[config.mk]
export PLATFORM = sky130hd
export DESIGN_NAME = ax_branch_cycle_window
export DESIGN_NICKNAME = d
export VERILOG_FILES = /design/src/rtl/ax_branch_cycle_window.sv
export SDC_FILE = /design/constraint.sdc
export NUM_CORES = 1
export LEC_CHECK = 0
export BUFFER_PORTS_ARGS = -buffer_cell sky130_fd_sc_hd__buf_4
export CAP_MARGIN = 30
export CORE_UTILIZATION = 51
export CTS_BUF_LIST = sky130_fd_sc_hd__clkbuf_2
export CTS_CLUSTER_SIZE = 24
export DETAILED_ROUTE_END_ITERATION = 12
export PLACE_DENSITY = 0.84
export SYNTH_ARGS = -nofsm -noshare
export SYNTH_HDL_FRONTEND = slang
export SYNTH_SLANG_ARGS = --single-unit
[constraint.sdc]
create_clock -name clk -period 4.3 [get_ports clk]
set_input_delay 0.645 -clock clk [delete_from_list [all_inputs] [get_ports clk]]
set_output_delay 0.645 -clock clk [all_outputs]
set_load 0.05 [all_outputs]
[src/rtl/ax_branch_cycle_window.sv]
// Cycle-window producer for the fetch-stage approximate-branch decider.
// Owns the cycle counter, threshold CSRs, arm/expire FSM and taken counter.
module ax_branch_cycle_window #(
    parameter int DATA_WIDTH      = 32,
    parameter int TAKEN_CNT_WIDTH = 16
) (
    input  logic                  clk,
    input  logic                  rst,
    input  logic                  csrWE,
    input  logic [1:0]            csrAddr,
    input  logic [DATA_WIDTH-1:0] csrWData,
    output logic [DATA_WIDTH-1:0] csrRData,
    input  logic                  regionBegin,
    input  logic                  regionEnd,
    input  logic                  decidTaken,
    output logic [DATA_WIDTH-1:0] cyclecounter,
    output logic [DATA_WIDTH-1:0] begincycle,
    output logic [DATA_WIDTH-1:0] threshold,
    output logic                  windowActive,
    output logic                  windowExpired
);

    typedef enum logic [1:0] {
        IDLE    = 2'd0,
        ARMED   = 2'd1,
        EXPIRED = 2'd2
    } state_t;

    state_t state_q;
    state_t state_d;

    logic [DATA_WIDTH-1:0]      counter;
    logic [DATA_WIDTH-1:0]      threshold_reg;
    logic                       enable;
    logic [DATA_WIDTH-1:0]      begin_reg;
    logic [DATA_WIDTH-1:0]      thr_latched;
    logic [DATA_WIDTH-1:0]      deadline;
    logic [TAKEN_CNT_WIDTH-1:0] taken_count;
    logic                       overflow_sticky;

    logic [DATA_WIDTH:0] sum;
    logic                arm;
    logic                ovf_set;
    logic                wr_thr;
    logic                wr_ctrl;
    logic                wr_clr;
    logic                take_inc;

    assign sum = {1'b0, counter} + {1'b0, threshold_reg};

    assign wr_thr  = csrWE && (csrAddr == 2'd0);
    assign wr_ctrl = csrWE && (csrAddr == 2'd1);
    assign wr_clr  = csrWE && (csrAddr == 2'd3);

    assign take_inc = (state_q == EXPIRED) && decidTaken
                      && (taken_count != {TAKEN_CNT_WIDTH{1'b1}});

    // Free-running cycle counter, wraps naturally.
    always_ff @(posedge clk) begin
        if (rst) counter <= '0;
        else     counter <= counter + DATA_WIDTH'(1);
    end

    // Software-visible configuration registers.
    always_ff @(posedge clk) begin
        if (rst) begin
            threshold_reg <= '0;
            enable        <= 1'b0;
        end else begin
            if (wr_thr)  threshold_reg <= csrWData;
            if (wr_ctrl) enable        <= csrWData[0];
        end
    end

    // Window state register.
    always_ff @(posedge clk) begin
        if (rst) state_q <= IDLE;
        else     state_q <= state_d;
    end

    // Next-state decode; an arm whose deadline would wrap is refused.
    always_comb begin
        state_d = state_q;
        arm     = 1'b0;
        ovf_set = 1'b0;
        unique case (state_q)
            IDLE: begin
                if (regionBegin && enable && !regionEnd) begin
                    if (sum[DATA_WIDTH]) begin
                        ovf_set = 1'b1;
                    end else begin
                        arm     = 1'b1;
                        state_d = ARMED;
                    end
                end
            end
            ARMED: begin
                if (regionEnd || !enable)  state_d = IDLE;
                else if (counter > deadline) state_d = EXPIRED;
            end
            EXPIRED: begin
                if (regionEnd || !enable) state_d = IDLE;
            end
            default: state_d = IDLE;
        endcase
    end

    // Window snapshot taken at arm time, held for the whole window.
    always_ff @(posedge clk) begin
        if (rst) begin
            begin_reg   <= '0;
            thr_latched <= '0;
            deadline    <= '0;
        end else if (arm) begin
            begin_reg   <= counter;
            thr_latched <= threshold_reg;
            deadline    <= sum[DATA_WIDTH-1:0];
        end
    end

    // Taken counter and overflow flag; a software clear beats any set.
    always_ff @(posedge clk) begin
        if (rst) begin
            taken_count     <= '0;
            overflow_sticky <= 1'b0;
        end else if (wr_clr) begin
            taken_count     <= '0;
            overflow_sticky <= 1'b0;
        end else begin
            if (take_inc) taken_count     <= taken_count + TAKEN_CNT_WIDTH'(1);
            if (ovf_set)  overflow_sticky <= 1'b1;
        end
    end

    // CSR readback mux.
    always_comb begin
        csrRData = '0;
        unique case (csrAddr)
            2'd0: csrRData = threshold_reg;
            2'd1: begin
                csrRData[0]   = enable;
                csrRData[2:1] = state_q;
            end
            2'd2: csrRData = begin_reg;
            2'd3: begin
                csrRData[DATA_WIDTH-1]        = overflow_sticky;
                csrRData[TAKEN_CNT_WIDTH-1:0] = taken_count;
            end
            default: csrRData = '0;
        endcase
    end

    assign cyclecounter  = counter;
    assign begincycle    = (state_q == IDLE) ? '0 : begin_reg;
    assign threshold     = (state_q == IDLE) ? '1 : thr_latched;
    assign windowActive  = (state_q != IDLE);
    assign windowExpired = (state_q == EXPIRED);

endmodule
==> results.py, run 1 <==
metrics = {
    "run_status": {
        "outcome": "finished clean",
    },
    "detailed_routing": {
        "drc": 0,
        "finalWirelength_um": 27890,
        "ant_nets": 0,
        "drt_iter0_markers": 682,
        "wire_per_inst_um": 16.52,
        "vias": 9473,
        "drt_first_pass_iters": 7,
        "viasPerCell": 5.609,
    },
    "cells_and_area": {
        "multiInputGateArea_um2": 5862,
        "nFillCells": 1680,
        "num-nets-final": 1522,
        "regArea_um2": 3603,
        "instances_no_fill": 1689,
        "drive_above_1_share": 0.1702,
        "areaGrowthSynthToFinish_pct": 17.55,
    },
    "power_and_ir_drop": {
        "p_leak_nw": 4.820,
        "ir_drop_uv": 133.1,
        "p_per_area_nw_per_um2": 241.2,
    },
    "yosys": {
        "yosysSeqAreaShare": 0.3641,
        "yosysMostFrequentCell": "nand2_1",
        "avgSynthCellArea_um2": 7.768,
        "synth-async-reset-ratio": 0,
        "synth_area_leader_cell": "dfxtp_1",
        "netlist.area_leader.share": 0.3641,
        "synth_area_leaders": "dfxtp_1, nand2_1, a21oi_1",
        "synth_edf_count": 0,
        "netlist_instances": 1274,
        "ys.flop_type": "dfxtp_1",
        "syn-num-nets": 1381,
        "synthTopCellsByCount": "nand2_1, dfxtp_1, a21oi_1",
        "ys_types": 54,
        "ys_seq_elements": 180,
        "yosys_warnings": 0,
        "syn_area_um2": 9897,
    },
    "sta": {
        "grt_setup_unrepaired": "false",
        "finalSetupViolations": 0,
        "fin_crit_sh": 0.8534,
        "relSlewSlack": 0.5224,
        "period_needed_ps": 3669,
        "hold_viol": 0,
        "max_freq_ghz": 0.2725,
        "drv_slew": 0,
        "finalSetupTns_ps": 0,
        "clock_skew_ps": 37.39,
        "tightest_slew_ps": 716.4,
    },
    "critical_path": {
        "worstPathArrival_ps": 4360,
        "crit_type": "register to register",
        "crit_required_ps": 4990,
        "critical-path-max-stage-delay_ps": 660,
        "crit_cells": 11,
        "critPathSlowestCell": "or3_2",
        "rr_worst_depth": 11,
        "critPathMaxFanout": 23,
        "crit_chain": "ha_1 > fa_1 > a211oi_2 > o211a_1 > nor3_1 > o2111ai_1 > a21boi_1 > o21a_1 > or3_2 > or3_1 > a21oi_1",
        "crit_family": "compound AO/OA/AOI/OAI gates",
        "path_buf_inv": 0,
        "critPathCaptureType": "register",
        "cp-start-kind": "register",
    },
    "cts": {
        "clk_pin_slew_ps": 270,
        "h-tree-depth": 4,
        "cts_buffer_depth": 2,
        "cts.sinks": 180,
        "cts_setup_buffers": 0,
        "cts_tree": "built",
        "cts-root-buf": "clkbuf_2",
        "cts_buffers": 17,
        "worstSkewPairLatency_ps": 770,
        "hold_buffers": 0,
        "ctsResizeCount": 0,
    },
    "place": {
        "dp.cells": 1656,
        "port_buffers": 169,
        "dp_hpwl_um": 20500,
        "gp_congestion": 0.8980,
    },
    "global_route": {
        "grt-ovfl-total": 0,
        "first_global_vias": 8829,
        "antenna_found_initial": 1,
        "grt_start_max_net_pins": 66,
        "grt_util_all_layers": 0.2788,
        "grt_pass1_wl_um": 44020,
    },
    "worst_hold_path": {
        "hp-class": "input port to register",
        "holdPathStages": 3,
    },
    "floorplan": {
        "die_width_um": 141.3,
        "fp.dieH_um": 141.3,
        "start_util": 0.5238,
        "die_area_um2": 19970,
        "rows": 50,
        "io_pins": 170,
        "core_area_um2": 18890,
    },
    "flow_run": {
        "maxCapViolCount": 0,
    },
}
-- through the flow --
stage                     setup slack, ps  power (mW)  hold WS [ps]  area (um2)  utilization
after floorplan                      1022       1.876         422.0        9897            -
after global placement              763.7       1.959         437.6       11380       0.6025
after detailed placement            721.4       1.963         441.8       11400       0.6033
after CTS                           605.9       2.818         33.70       11630       0.6156
after global routing                343.4       2.908         7.170       11630       0.6158
final                               630.6       2.806         82.08       11630       0.6158
-- cell families (layout without fill, tap and decap cells) --
logic type               count (synthesis)  after routing  share of synthesized area
AND/OR/NAND/NOR                        535            535                     0.2421
AO/OA/AOI/OAI                          284            284                     0.1702
flip-flops                             180            180                     0.3641
buffers and inverters                  113            267                    0.04425
adder cells (fa/ha/maj)                 67             67                    0.08546
XOR/XNOR                                61             61                    0.05398
multiplexers                            34             34                    0.03995
other                                    0              1                          0
-- worst reg2reg max path, stage by stage, from the launching register on --
cell       delay [ps]
dfxtp_1           450
ha_1              270
fa_1              440
a211oi_2          230
o211a_1           220
nor3_1             90
o2111ai_1         280
a21boi_1          130
o21a_1            230
or3_2             660
or3_1             450
a21oi_1           150
-- cell usage in the layout, fill, tap and decap left out, types with 4 or more instances in the layout --
cell type,instances
inv_6,4
xnor2_1,29
o211ai_1,5
buf_4,186
nand2_1,294
nor3_1,11
nand2b_1,33
or3_1,14
nor2b_1,7
nand4_1,21
a21oi_1,172
xor2_1,32
a21o_1,24
dfxtp_1,180
o21bai_1,5
o21a_1,5
a31oi_1,5
mux2i_1,17
nand3_1,15
mux2_2,14
nor2_1,80
o21ai_0,27
a211oi_1,7
inv_1,47
ha_1,66
and3_1,13
clkbuf_2,18
a22o_1,14
and2_1,34
-- worst paths after layout --
| kind | slack [ps] | to | startpoint |
|---|---|---|---|
| setup / recovery | 630 | deadline[25] | cyclecounter[0] |
| hold / removal | 80 | threshold_reg[6] | csrWData[6] |
| setup reg to reg | 630 | deadline[25] | cyclecounter[0] |
| hold reg to reg | 470 | deadline[28] | deadline[28] |
-- power breakdown --
| part | internal [mW] | switching [mW] | total [mW] |
|---|---|---|---|
| clock | 0.231 | 0.639 | 0.870 |
| sequential | 1.69 | 0.0214 | 1.71 |
| combinational | 0.0819 | 0.144 | 0.226 |
-- metal layers --
| layer | vias to the layer above | track usage | routed length, um |
|---|---|---|---|
| met3 | 80 | 0.04927 | 1585 |
| met5 | - | 0 | 0 |
| met2 | 345 | 0.4721 | 13430 |
| met4 | 0 | 0.1396 | 1190 |
| met1 | 4451 | 0.3410 | 11690 |
| li1 | 4597 | - | - |
-- cell type report --
cell class,count,area share
diodes,1,0.0002151
clock buffers,18,0.007744
repair buffers,188,0.1230
flip-flops and latches,180,0.3097
inverters,47,0.01516
multi-input cells,981,0.5039
clock inverters,14,0.01226
well taps,260,0.02796
No activity file was read; power rests on OpenSTA's default activity.
==> run 2: changes to the inputs <==
--- a/config.mk
+++ b/config.mk
@@ -7,11 +7,11 @@
 export LEC_CHECK = 0
 export BUFFER_PORTS_ARGS = -buffer_cell sky130_fd_sc_hd__buf_4
 export CAP_MARGIN = 30
-export CORE_UTILIZATION = 51
+export CORE_UTILIZATION = 29
 export CTS_BUF_LIST = sky130_fd_sc_hd__clkbuf_2
 export CTS_CLUSTER_SIZE = 24
 export DETAILED_ROUTE_END_ITERATION = 12
-export PLACE_DENSITY = 0.84
+export PLACE_DENSITY = 0.57
 export SYNTH_ARGS = -nofsm -noshare
 export SYNTH_HDL_FRONTEND = slang
 export SYNTH_SLANG_ARGS = --single-unit
==> run 2 against run 1 <==
Compared with the run above: register-to-register slack improved by 110 ps; power up 4.4%; sequential share of layout area decreased by 1.2 points; clock skew is 8.6 ps higher; clock-buffer cell count down 1; maximum frequency is 3.1% higher; via count decreased by 1.0%; routed wire length increased by 12%; global-route usage shrank 10 points; cell count rose by 12%; highest routed layer unchanged.
==> results.py, run 2 (synthesized netlist as in run 1, its figures left out) <==
metrics = {
    "global_route": {
        "first_global_vias": 8822,
        "grt-ovfl-total": 0,
        "antenna_found_initial": 0,
        "grt_util_all_layers": 0.1779,
        "grt_pass1_wl_um": 49000,
        "grt_start_max_net_pins": 61,
    },
    "power_and_ir_drop": {
        "p_per_area_nw_per_um2": 242.3,
        "p_sw_mw": 0.8513,
        "p_leak_nw": 4.915,
        "power.internal_mw": 2.078,
        "clock_power_share": 0.332,
        "p_total_mw": 2.929,
        "p_sw_frac": 0.2906,
        "ir_drop_uv": 170.0,
        "seqPwrFrac": 0.584,
        "comb_power_share": 0.084,
    },
    "sta": {
        "tightest_slew_ps": 676.1,
        "clock_skew_ps": 45.97,
        "relSlewSlack": 0.5429,
        "hold_viol": 0,
        "drv_slew": 0,
        "fin_ws_ps": 741.2,
        "finalSetupTns_ps": 0,
        "grt_setup_unrepaired": "false",
        "fin_hold_ws_ps": 90.95,
        "fin_crit_sh": 0.8276,
        "max_freq_ghz": 0.2810,
        "finalSetupViolations": 0,
        "period_needed_ps": 3559,
    },
    "detailed_routing": {
        "finalWirelength_um": 31190,
        "vias": 9374,
        "wire_per_inst_um": 16.45,
        "viasPerCell": 4.944,
        "ant_nets": 0,
        "drt_first_pass_iters": 8,
        "drt_iter0_markers": 574,
        "drc": 0,
    },
    "worst_hold_path": {
        "hp-class": "input port to register",
        "holdPathStages": 3,
    },
    "cells_and_area": {
        "antennaDiodeCount": 0,
        "final_util": 0.3605,
        "design_area_um2": 12090,
        "areaGrowthSynthToFinish_pct": 22.15,
        "num-nets-final": 1542,
        "mostFrequentLayoutCells": "nand2_1, buf_4, dfxtp_1",
        "drive_above_1_share": 0.1706,
        "final_common_cell": "nand2_1",
        "instances_no_fill": 1896,
    },
    "flow_run": {
        "maxCapViolCount": 0,
    },
    "place": {
        "dp_hpwl_um": 23090,
        "gp_congestion": 0.8687,
        "place_ws_ps": 892.4,
        "port_buffers": 169,
        "dp.cells": 1846,
        "dpl_cell_area_um2": 11640,
    },
    "cts": {
        "clk_pin_slew_ps": 290,
        "cts_tree": "built",
        "hold_buffers": 0,
        "cts_buffer_depth": 2,
        "cts_setup_buffers": 0,
        "ctsResizeCount": 0,
        "cts_buffers": 17,
        "cts.sinks": 180,
        "cts-root-buf": "clkbuf_2",
        "h-tree-depth": 4,
        "worstSkewPairLatency_ps": 770,
    },
    "floorplan": {
        "rows": 67,
        "io_pins": 170,
        "fp.dieH_um": 186.7,
        "start_util": 0.2951,
        "die_area_um2": 34870,
        "core_area_um2": 33530,
        "die_width_um": 186.7,
    },
    "critical_path": {
        "critPathSlowestCell": "nor4b_1",
        "crit_required_ps": 4980,
        "critical-path-max-stage-delay_ps": 590,
        "crit_type": "register to register",
        "r2r_setup_slack_ps": 740,
        "cpMostUsedCell": "nor2_1",
        "worstPathArrival_ps": 4240,
        "critPathCaptureType": "register",
        "cp-start-kind": "register",
        "critPathMaxFanout": 43,
        "crit_chain": "ha_1 > nand2_1 > nor2_1 > nor4b_1 > o2111ai_1 > a21boi_1 > o21a_1 > or3_2 > buf_4 > nor2_1 > a211oi_1",
        "rr_worst_depth": 11,
    },
    "run_status": {
        "outcome": "finished clean",
    },
}
run 2: cell types whose count changed in the layout (fill, tap and decap cells not counted), sizes merged:
cell         before  now
clkbuf           18   17
inv              54   55
dlygate4sd3       0   18
bufinv            1    2
diode             1    0
buf             188  190
clkinvlp          3    2
run 2: power by group through the flow:
stage	Sequential [mW]	Clock, mW	Combinational, mW
after CTS	1.71	1.01	0.235
final	1.71	0.971	0.246
after floorplan	1.74	0	0.137
after detailed placement	1.74	0	0.234
after global placement	1.74	0	0.232
after global routing	1.72	1.09	0.265
run 2: metal layers:
metal  track usage  wire length, um  share of wire
met5             0                0              0
met4       0.03562              429          0.014
met3       0.03423             1682          0.054
met2        0.2988            14720           0.47
met1        0.2364            14360           0.46
run 2: final timing paths:
check / from / end
worst max-delay path: cyclecounter[22] / deadline[8]
worst min-delay path: csrWData[28] / threshold_reg[28]
worst max register to register: cyclecounter[22] / deadline[8]
worst min register to register: overflow_sticky / overflow_sticky
run 2: area by class of cell:
| class | count | area [um2] |
|---|---|---|
| Inverter | 47 | 176.4 |
| Multi-Input combinational cell | 981 | 5862 |
| Sequential cell | 180 | 3603 |
| Clock inverter | 15 | 182.7 |
| Fill cell | 3610 | 21440 |
| Timing Repair Buffer | 208 | 1619 |
| Clock buffer | 17 | 85.08 |
| Tap cell | 448 | 560.5 |
run 2: worst max-delay path: cells and delay by family (launching register included):
family,cells,cell delay [ps]
AND/OR/NAND/NOR,5,1200
AO/OA/AOI/OAI,4,940
buffers and inverters,1,410
adder cells (fa/ha/maj),1,430
flip-flops,1,490
==> run 3: changes to the inputs <==
==> constraint.sdc (replaced) <==
create_clock -name clk -period 3.5 [get_ports clk]
set_input_delay 0.525 -clock clk [delete_from_list [all_inputs] [get_ports clk]]
set_output_delay 0.525 -clock clk [all_outputs]
set_load 0.05 [all_outputs]
==> run 3 against run 2 <==
Compared with the run above: routed wire length rose by 5.8%; power is 22% higher; flip-flop and latch count unchanged; die area unchanged; via count is 1.8% higher; clock skew shrank 4.2 ps; worst setup slack worse by 540 ps; design area increased by 3.5%; register-to-register slack got worse by 540 ps; critical path type unchanged; core utilization is 1.3 points higher; critical endpoint is now begin_reg[18].
==> results.py, run 3 (synthesized netlist as in run 1, its figures left out) <==
metrics = {
    "run_status": {
        "outcome": "finished clean",
    },
    "detailed_routing": {
        "vias": 9540,
        "drc": 0,
        "wire_per_inst_um": 16.97,
        "ant_nets": 0,
        "finalWirelength_um": 32980,
        "viasPerCell": 4.910,
        "drt_first_pass_iters": 4,
        "drt_iter0_markers": 500,
    },
    "global_route": {
        "grt-ovfl-total": 0,
        "grt_pass1_wl_um": 51290,
        "grt_util_all_layers": 0.1879,
        "antenna_found_initial": 0,
        "grt_start_max_net_pins": 163,
        "first_global_vias": 9128,
    },
    "sta": {
        "max_freq_ghz": 0.3027,
        "drv_slew": 0,
        "tightest_slew_ps": 798.6,
        "clock_skew_ps": 41.74,
        "grt_setup_unrepaired": "true",
        "hold_viol": 0,
        "fin_hold_ws_ps": 145.7,
        "finalSetupViolations": 0,
        "fin_crit_sh": 0.9439,
        "period_needed_ps": 3304,
        "relSlewSlack": 0.4676,
    },
    "power_and_ir_drop": {
        "p_leak_nw": 5.159,
        "clock_power_share": 0.320,
        "p_per_area_nw_per_um2": 286.4,
        "p_sw_mw": 1.075,
        "p_total_mw": 3.583,
        "seqPwrFrac": 0.586,
        "ir_drop_uv": 206.9,
        "comb_power_share": 0.094,
        "p_sw_frac": 0.3002,
        "power.internal_mw": 2.507,
    },
    "floorplan": {
        "fp.dieH_um": 186.7,
        "die_area_um2": 34870,
        "start_util": 0.2951,
        "io_pins": 170,
        "die_width_um": 186.7,
        "core_area_um2": 33530,
        "rows": 67,
    },
    "worst_hold_path": {
        "hp-class": "input port to register",
    },
    "critical_path": {
        "crit_required_ps": 4160,
        "critical-path-max-stage-delay_ps": 510,
        "crit_type": "register to register",
        "critPathCaptureType": "register",
        "critPathMaxFanout": 29,
        "worstPathArrival_ps": 3960,
        "critPathSlowestCell": "or3_2",
        "cp-start-kind": "register",
        "crit_chain": "ha_1 > fa_1 > a211oi_2 > o211a_1 > nor3_1 > o2111ai_1 > a21boi_1 > o21a_1 > or3_2 > buf_4 > nand2_1 > a21oi_1",
    },
    "cts": {
        "cts_tree": "built",
        "cts_setup_buffers": 0,
        "h-tree-depth": 4,
        "cts_buffers": 17,
        "cts.sinks": 180,
        "worstSkewPairLatency_ps": 800,
        "cts_buffer_depth": 2,
        "clk_pin_slew_ps": 290,
        "cts-root-buf": "clkbuf_2",
    },
    "cells_and_area": {
        "areaGrowthSynthToFinish_pct": 26.42,
        "final_common_cell": "nand2_1",
        "num-nets-final": 1589,
        "antennaDiodeCount": 0,
        "design_area_um2": 12510,
        "drive_above_1_share": 0.1866,
        "nFillCells": 3581,
        "mostFrequentLayoutCells": "nand2_1, buf_4, dfxtp_1",
    },
    "flow_run": {
        "maxCapViolCount": 0,
    },
    "place": {
        "gp_congestion": 0.8996,
        "port_buffers": 169,
        "dp_hpwl_um": 24620,
        "dpl_cell_area_um2": 11910,
    },
}
run 3: cell types whose count changed in the layout (fill, tap and decap cells not counted), sizes merged:
| cell | change |
|---|---|
| bufinv | -1 |
| buf | +31 |
| clkinvlp | -1 |
| dlygate4sd3 | +16 |
| clkinv | +2 |
run 3: area by class of cell:
| type | count | area, um2 | area share |
|---|---|---|---|
| inverter | 47 | 176.4 | 0.01410 |
| clock buffer | 17 | 85.08 | 0.006800 |
| clock inverter | 15 | 163.9 | 0.01310 |
| sequential | 180 | 3605 | 0.2881 |
| timing repair buffer | 255 | 2053 | 0.1641 |
| tap | 448 | 560.5 | 0.04480 |
| multi-input combinational | 981 | 5868 | 0.4690 |
run 3: through the flow:
step | utilization | cells | TNS, ps | setup WS (ps)
after CTS | 0.3728 | 1943 | 0 | 143.8
after detailed placement | 0.3552 | 1877 | 0 | 201.8
after global placement | 0.3552 | 1877 | 0 | 300.8
final | 0.3731 | 1943 | 0 | 196.5
after floorplan | - | 1274 | 0 | 221.7
after global routing | 0.3731 | 1943 | -91.14 | -34.93
run 3: routing by layer:
metal | share of wire | track usage
met5 | 0 | 0
met4 | 0.024 | 0.05580
met3 | 0.045 | 0.03461
met2 | 0.48 | 0.3222
met1 | 0.45 | 0.2386
run 3: final timing paths:
check	slack [ps]	start	endpoint	cells past startpoint
setup / recovery	200	cyclecounter[0]	begin_reg[18]	12
hold / removal	150	decidTaken	taken_count[12]	5
setup reg to reg	200	cyclecounter[0]	begin_reg[18]	12
hold reg to reg	470	thr_latched[26]	thr_latched[26]	2
run 3: power by group through the flow:
stage | combinational [mW] | sequential (mW) | clock [mW]
after CTS | 0.336 | 2.10 | 1.19
after detailed placement | 0.305 | 2.13 | 0
after floorplan | 0.168 | 2.14 | 0
after global placement | 0.302 | 2.13 | 0
final | 0.336 | 2.10 | 1.15
after global routing | 0.361 | 2.10 | 1.28
run 3: worst max-delay path: cells and delay by family (launching register included):
kind	cells	cell delay [ps]
buf+inv	1	280
simple gates	3	710
flops	1	380
fa+ha+maj	2	690
compound gates	6	1100
run 3: timing repair:
item | in CTS | in global routing
hold buffers | 34 | 0
hold endpoints to repair | 34 | 0
endpoints found under the setup margin | 0 | 84
gates resized for setup | 0 | 3
